### config.mk
export PLATFORM = sky130hd
export DESIGN_NAME = multicycle_alu
export DESIGN_NICKNAME = d
export VERILOG_FILES = /design/src/rtl/multicycle_alu.sv
export SDC_FILE = /design/constraint.sdc
export NUM_CORES = 1
export LEC_CHECK = 0
export CELL_PAD_IN_SITES_DETAIL_PLACEMENT = 1
export CELL_PAD_IN_SITES_GLOBAL_PLACEMENT = 1
export CORE_UTILIZATION = 44
export CTS_BUF_LIST = sky130_fd_sc_hd__clkbuf_2 sky130_fd_sc_hd__clkbuf_4 sky130_fd_sc_hd__clkbuf_8
export CTS_CLUSTER_SIZE = 20
export DETAILED_ROUTE_END_ITERATION = 8
export PLACE_DENSITY_LB_ADDON = 0.1
export SLEW_MARGIN = 20
export SYNTH_ARGS = -nofsm -noshare
export SYNTH_HDL_FRONTEND = slang
export SYNTH_SLANG_ARGS = --single-unit
export TNS_END_PERCENT = 30
### constraint.sdc
create_clock -name clk -period 1.7 [get_ports clk]
set_input_delay 0.51 -clock clk [delete_from_list [all_inputs] [get_ports clk]]
set_output_delay 0.51 -clock clk [all_outputs]
set_load 0.01 [all_outputs]
### src/rtl/multicycle_alu.sv
// multicycle_alu: RV-style integer ALU with valid/ready handshakes on both sides.
// Codes 0-13 and reserved codes finish on the accepting edge; with the optional
// MULTICYCLE_ALU_MULDIV_EN macro defined, codes 14-21 run an iterative shift-add
// multiplier or restoring divider (one bit per cycle, result XLEN+1 edges after accept).
// Without the macro, codes 14-21 are reserved (single-cycle, result 0) and busy is 0.
// Ports:
//   clk, rst_n            clock, asynchronous active-low reset
//   flush                 synchronous abort back to IDLE
//   in_valid / in_ready   request handshake (alu_op, data_one, data_two)
//   out_valid / out_ready result handshake (alu_result, zero)
//   busy                  high while a multiply or divide is iterating
module multicycle_alu #(
    parameter int unsigned XLEN = 32,
    parameter int unsigned SHW  = $clog2(XLEN)
) (
    input  logic            clk,
    input  logic            rst_n,
    input  logic            flush,
    input  logic            in_valid,
    output logic            in_ready,
    input  logic [4:0]      alu_op,
    input  logic [XLEN-1:0] data_one,
    input  logic [XLEN-1:0] data_two,
    output logic            out_valid,
    input  logic            out_ready,
    output logic [XLEN-1:0] alu_result,
    output logic            zero,
    output logic            busy
);

`ifdef MULTICYCLE_ALU_MULDIV_EN
    typedef enum logic [1:0] {IDLE = 2'd0, MUL = 2'd1, DIV = 2'd2, DONE = 2'd3} state_t;
`else
    typedef enum logic [1:0] {IDLE = 2'd0, DONE = 2'd3} state_t;
`endif

    state_t          state;
    logic            alive;      // low during reset and until the first edge after release
    logic            accept;
    logic            md_op;
    logic [SHW-1:0]  shamt;
    logic [XLEN-1:0] single_res;

    // Ready in IDLE, or in DONE when the current result is being consumed this edge.
    assign in_ready = alive && ((state == IDLE) || ((state == DONE) && out_ready));
    assign accept   = in_valid && in_ready && !flush;
    assign shamt    = data_two[SHW-1:0];

    // Single-cycle operations; branch compares return 0 when the condition holds.
    always_comb begin
        single_res = '0;
        case (alu_op)
            5'd0:    single_res = data_one + data_two;
            5'd1:    single_res = data_one - data_two;
            5'd2:    single_res = data_one << shamt;
            5'd3:    single_res = XLEN'($signed(data_one) < $signed(data_two));
            5'd4:    single_res = XLEN'(data_one < data_two);
            5'd5:    single_res = data_one ^ data_two;
            5'd6:    single_res = XLEN'($signed(data_one) >>> shamt);
            5'd7:    single_res = data_one >> shamt;
            5'd8:    single_res = data_one | data_two;
            5'd9:    single_res = data_one & data_two;
            5'd10:   single_res = (data_one == data_two) ? '0 : '1;
            5'd11:   single_res = (data_one != data_two) ? '0 : '1;
            5'd12:   single_res = ($signed(data_one) <  $signed(data_two)) ? '0 : '1;
            5'd13:   single_res = ($signed(data_one) >= $signed(data_two)) ? '0 : '1;
            default: single_res = '0;
        endcase
    end

`ifdef MULTICYCLE_ALU_MULDIV_EN
    localparam int unsigned CW = $clog2(XLEN);

    logic [CW-1:0]     count;
    logic [2*XLEN-1:0] acc;      // mul: {partial high, multiplier}; div: {remainder, dividend->quotient}
    logic [XLEN-1:0]   opnd;     // multiplicand or divisor magnitude
    logic              neg;      // two's-complement the selected result at the end
    logic              sel;      // mul: take high half; div: take remainder

    logic              is_mul, is_div, a_signed, b_signed, a_neg, b_neg;
    logic [XLEN-1:0]   mag_a, mag_b;
    logic [XLEN:0]     mul_sum, div_shift, div_diff;
    logic [2*XLEN-1:0] mul_next, mul_full, div_next;
    logic [XLEN-1:0]   mul_fin, div_pick, div_fin;

    // Operand decode: signed operations run on magnitudes and fix the sign at the end.
    always_comb begin
        is_mul   = (alu_op >= 5'd14) && (alu_op <= 5'd17);
        is_div   = (alu_op >= 5'd18) && (alu_op <= 5'd21);
        a_signed = (alu_op == 5'd14) || (alu_op == 5'd15) || (alu_op == 5'd16) ||
                   (alu_op == 5'd18) || (alu_op == 5'd20);
        b_signed = (alu_op == 5'd14) || (alu_op == 5'd15) ||
                   (alu_op == 5'd18) || (alu_op == 5'd20);
        a_neg    = a_signed && data_one[XLEN-1];
        b_neg    = b_signed && data_two[XLEN-1];
        mag_a    = a_neg ? -data_one : data_one;
        mag_b    = b_neg ? -data_two : data_two;
    end

    // One multiply step (add then shift right) and one restoring-divide step.
    always_comb begin
        mul_sum   = {1'b0, acc[2*XLEN-1:XLEN]} + (acc[0] ? {1'b0, opnd} : '0);
        mul_next  = {mul_sum, acc[XLEN-1:1]};
        mul_full  = neg ? -mul_next : mul_next;
        mul_fin   = sel ? mul_full[2*XLEN-1:XLEN] : mul_full[XLEN-1:0];
        div_shift = acc[2*XLEN-1:XLEN-1];
        div_diff  = div_shift - {1'b0, opnd};
        if (!div_diff[XLEN]) begin
            div_next = {div_diff[XLEN-1:0], acc[XLEN-2:0], 1'b1};
        end else begin
            div_next = {div_shift[XLEN-1:0], acc[XLEN-2:0], 1'b0};
        end
        div_pick  = sel ? div_next[2*XLEN-1:XLEN] : div_next[XLEN-1:0];
        div_fin   = neg ? -div_pick : div_pick;
    end

    assign md_op = is_mul || is_div;
    assign busy  = (state == MUL) || (state == DIV);
`else
    assign md_op = 1'b0;
    assign busy  = 1'b0;
`endif

    // Control FSM with registered result, zero flag and out_valid.
    always_ff @(posedge clk or negedge rst_n) begin
        if (!rst_n) begin
            state      <= IDLE;
            alive      <= 1'b0;
            out_valid  <= 1'b0;
            alu_result <= '0;
            zero       <= 1'b1;
`ifdef MULTICYCLE_ALU_MULDIV_EN
            count      <= '0;
            acc        <= '0;
            opnd       <= '0;
            neg        <= 1'b0;
            sel        <= 1'b0;
`endif
        end else begin
            alive <= 1'b1;
            if (flush) begin
                state     <= IDLE;
                out_valid <= 1'b0;
            end else begin
                case (state)
                    IDLE, DONE: begin
                        if ((state == DONE) && out_ready) begin
                            state     <= IDLE;
                            out_valid <= 1'b0;
                        end
                        if (accept && !md_op) begin
                            state      <= DONE;
                            out_valid  <= 1'b1;
                            alu_result <= single_res;
                            zero       <= (single_res == '0);
                        end
`ifdef MULTICYCLE_ALU_MULDIV_EN
                        if (accept && md_op) begin
                            state     <= is_mul ? MUL : DIV;
                            out_valid <= 1'b0;
                            count     <= CW'(XLEN - 1);
                            opnd      <= is_mul ? mag_a : mag_b;
                            acc       <= is_mul ? {XLEN'(0), mag_b} : {XLEN'(0), mag_a};
                            sel       <= is_mul ? (alu_op != 5'd14)
                                                : ((alu_op == 5'd20) || (alu_op == 5'd21));
                            // Remainder takes the dividend's sign; a zero divisor keeps
                            // the all-ones quotient unsigned.
                            if (is_mul) begin
                                neg <= a_neg ^ b_neg;
                            end else if ((alu_op == 5'd20) || (alu_op == 5'd21)) begin
                                neg <= a_neg;
                            end else begin
                                neg <= (a_neg ^ b_neg) && (data_two != '0);
                            end
                        end
`endif
                    end
`ifdef MULTICYCLE_ALU_MULDIV_EN
                    MUL: begin
                        acc   <= mul_next;
                        count <= count - CW'(1);
                        if (count == '0) begin
                            state      <= DONE;
                            out_valid  <= 1'b1;
                            alu_result <= mul_fin;
                            zero       <= (mul_fin == '0);
                        end
                    end
                    DIV: begin
                        acc   <= div_next;
                        count <= count - CW'(1);
                        if (count == '0) begin
                            state      <= DONE;
                            out_valid  <= 1'b1;
                            alu_result <= div_fin;
                            zero       <= (div_fin == '0);
                        end
                    end
`endif
                    default: state <= IDLE;
                endcase
            end
        end
    end

endmodule

==> results.json, run 1 <==
{
  "gp_congestion": 1.18,
  "die_h_um": 160,
  "lastStage": "3_5_place_dp",
  "synth-seq-cells": 35,
  "syn_avg_cell_area_um2": 7.22,
  "async_flop_share_pct": 100,
  "synthFlopType": "dfrtp_1",
  "synth_area_mm2": 0.0110,
  "initial_core_util_pct": 45.1,
  "yosys_warnings": 0,
  "dp_hpwl_um": 67500,
  "synth.distinct_cells": 85,
  "portBuffers": 108,
  "ys_seq_area_share_pct": 7.96,
  "error_line": "[ERROR DPL-0033] detailed placement checks failed during check placement.",
  "num_io_pins": 110,
  "synth_edf_count": 0,
  "synthCells": 1528,
  "dieWidth_um": 160,
  "syn_nets": 1701,
  "status": "stopped before the end",
  "num_rows": 57
}
cell usage after synthesis, types with 22 or more instances:
library cell	number	area, um2
nor2_1	172	646
mux2i_1	47	470
nand2_1	138	518
a21oi_1	104	521
clkbuf_1	71	267
ha_1	97	1210
a31oi_1	22	138
inv_1	100	375
a221oi_1	23	201
o211ai_1	37	278
o21ai_0	91	455
nand3_1	35	175
mux4_2	49	1100
mux2_2	24	270
nor3_1	56	280
dfrtp_1	34	851
buf_2	27	135
a211oi_1	30	225
nand2b_1	22	138
metrics by stage:
stage	instances	setup TNS [ps]	setup slack [ps]	area, um2	hold WS (ps)
2_1_floorplan	1528	-49000	-1900	11300	214
3_3_place_gp	2446	-75460	-2650	16800	457
cell families after synthesis:
logic type	synth area share (%)
compound gates	30.5
buf+inv	8.41
mux	16.8
simple gates	23.2
flops	7.96
other cells	0.0681
fa+ha+maj	11.4
xor+xnor	1.67
==> run 2: changes to the inputs <==
==> config.mk (replaced) <==
export PLATFORM = sky130hd
export DESIGN_NAME = multicycle_alu
export DESIGN_NICKNAME = d
export VERILOG_FILES = /design/src/rtl/multicycle_alu.sv
export SDC_FILE = /design/constraint.sdc
export NUM_CORES = 1
export LEC_CHECK = 0
export CORE_UTILIZATION = 40
export DETAILED_ROUTE_END_ITERATION = 8
export PLACE_DENSITY_LB_ADDON = 0.15
export SLEW_MARGIN = 20
export SYNTH_ARGS = -nofsm -noshare
export SYNTH_HDL_FRONTEND = slang
export SYNTH_SLANG_ARGS = --single-unit
export TNS_END_PERCENT = 30
==> run 2 against run 1 <==
Effect of this change:
- the flow now finishes, with violations (negative setup slack)
- synthesized cell count is the same
- synthesized area is the same
==> results.json, run 2 <==
{
  "finClkSkew_ps": 4.41,
  "core_mm2": 0.0270,
  "vias": 16927,
  "max_slew_margin_pct": 54.7,
  "synth-seq-cells": 35,
  "synth_area_leaders": "ha_1 (11%), mux4_2 (10%), dfrtp_1 (7.7%), nor2_1 (5.9%), a21oi_1 (4.7%)",
  "yosys_warnings": 0,
  "comb_power_share_pct": 77.5,
  "synth_common_cells": "nor2_1 (172), nand2_1 (138), a21oi_1 (104)",
  "rsz0062_at_grt": "true",
  "crit_required_ps": 1930,
  "worstPathArrival_ps": 3930,
  "power.switching_mw": 3.91,
  "setup_viol": 33,
  "drc": 0,
  "finalWirelength_um": 70300,
  "cts_buffers": 5,
  "synth_edf_count": 0,
  "antenna_found_initial": 1,
  "wl_per_cell_um": 26.9,
  "cap_violations": 0,
  "synthCells": 1528,
  "ant_nets": 0,
  "synthAdderAreaFrac_pct": 11.4,
  "initial_core_util_pct": 40.8,
  "hold_viol": 0,
  "grt_usage_pct": 47.7,
  "via_per_inst": 6.48,
  "synthMostInstantiatedCell": "nor2_1",
  "dieWidth_um": 168,
  "slew_viol_final": 0,
  "powerDensity_mw_per_mm2": 439,
  "worstPathMaxFanout": 9,
  "synth_area_mm2": 0.0110,
  "leakage_nw": 9.29,
  "die_h_um": 168,
  "syn_nets": 1701,
  "grt_pass1_wl_um": 101000,
  "area_delta_synth_final_pct": 81.3,
  "htree_levels": 2,
  "synth_compound_area_share_pct": 30.5,
  "grt_pass1_vias": 16210,
  "worst_slew_pin_slew_ps": 675,
  "cts_tree": "built",
  "status": "finished with violations",
  "yosysTopAreaCellShare_pct": 11.0,
  "cts.reportedPaths.clkPinSlew_ps": 50,
  "failed_checks": "negative setup slack",
  "dr.pass1.iters": 6,
  "grt-ovfl-total": 0,
  "dp_slack_ps": -3010,
  "fin_setup_tns_ps": -52550,
  "diodes": 0,
  "largest_reg_flops": 32,
  "synthFlopType": "dfrtp_1",
  "syn_avg_cell_area_um2": 7.22,
  "die_area_mm2": 0.0282,
  "ys_seq_area_share_pct": 7.96,
  "clk-insertion-delay-late_ps": 280,
  "setup_slack_ps": -2000,
  "gp_congestion": 1.10,
  "synthSimpleGateAreaFrac_pct": 23.2,
  "portBuffers": 108,
  "cellInternalPower_mw": 4.87,
  "pwr-share-seq_pct": 12.2,
  "drive_above_1_share_pct": 51.0,
  "setup.worst_path.start_class": "input port",
  "grt_max_degree": 37,
  "finalInstanceArea_mm2": 0.0200,
  "cts.sinks": 35,
  "switching_share_pct": 44.6,
  "final_common_cell": "buf_4",
  "peakVddDrop_mv": 0.395,
  "synth_top_area_cell": "ha_1",
  "fin_hold_ws_ps": 475,
  "drtIter0Drc": 2158,
  "cts_root_buf": "clkbuf_16",
  "dp_hpwl_um": 54600,
  "final_cell_mix": "buf_4 (656), nor2_1 (154), nand2_1 (133), a21oi_1 (90), buf_6 (72)",
  "min_path_type": "reg2reg",
  "async_flop_share_pct": 100,
  "dp.cells": 2510,
  "num_io_pins": 110,
  "final_nets": 2443,
  "crit_type": "in2reg",
  "max_freq_mhz": 270,
  "synth_mux_area_share_pct": 16.8,
  "cts_buffer_depth": 2,
  "synth_top_family_by_area": "compound AO/OA/AOI/OAI gates",
  "synth.distinct_cells": 85,
  "synth_xor_area_share_pct": 1.67,
  "hold_buffers": 0,
  "fin_cells": 2611,
  "placed_cell_area_mm2": 0.0172,
  "power_frac_clock_pct": 10.2,
  "reg2reg_slack_ps": -150,
  "endpoint_kind": "flip-flop",
  "period_share_pct": 218,
  "regMostFlops": "alu_result",
  "num_rows": 60,
  "min_period_ps": 3700
}
## run 2: cell counts after synthesis
Identical to the previous run, type by type.
## run 2: cells by family (layout without fill, tap and decap cells)
family          Yosys count  after routing
compound gates          486            486
xor+xnor                 21             21
fa+ha+maj                99             99
buf+inv                 224            966
flops                    35             35
mux                     121            121
other cells               2              2
simple gates            540            540
## run 2: power by group through the flow
stage	Sequential, mW	Clock [mW]	Combinational [mW]
after floorplan	1.16	0	2.42
after global placement	1.08	0	5.54
after detailed placement	1.09	0	5.58
after CTS	1.08	0.910	6.24
after global routing	1.09	0.945	7.05
final	1.07	0.899	6.80
## run 2: worst paths after layout
path                                startpoint        endpoint  cells past startpoint
worst max-delay path              data_one[20]            zero                     15
worst min-delay path            alu_result[28]  alu_result[28]                      2
worst max register to register        state[0]   alu_result[6]                      7
worst min register to register  alu_result[28]  alu_result[28]                      2
max in group asynchronous                rst_n            zero                      2
min in group asynchronous                rst_n   alu_result[5]                      2
## run 2: what timing repair did
action,in CTS,in global routing
setup buffers,66,41
resized for setup,455,196
pin swaps,88,86
endpoints found under the setup margin,36,56
gates cloned,2,1
## run 2: final cells by class
type                    count  area [um2]
clock buffers               6         139
multi-input cells        1269       11000
inverters                 105         449
clock inverters             1        5.00
repair buffers            854        7120
well taps                 341         427
flip-flops and latches     35         877
fillers                  2014        7030
## run 2: critical path, stage by stage
cell	delay, ps
dlygate4sd2_1	240
buf_6	120
buf_6	150
mux4_2	530
o22ai_1	220
a31oi_2	100
a2111o_1	530
nor4_2	310
buf_4	160
nand4b_1	110
nor4_2	300
buf_4	160
nand4_1	120
nor4_2	170
a32o_2	190
## run 2: per-stage QoR
stage | utilization [%] | power (mW)
final | 74.0 | 8.78
after global placement | 63.8 | 6.61
after global routing | 74.0 | 9.08
after CTS | 71.0 | 8.22
after detailed placement | 63.8 | 6.67
after floorplan | - | 3.57
## run 2: layer usage
metal  vias up  routed length (um)  GRT usage (%)
li1       7231                   -              -
met4         2                6850           36.7
met3       399                8170           9.57
met5         -                  13              0
met1      7902               25300           57.3
met2      1393               30000           75.2
Note: power is estimated with default switching activity, not from simulation.
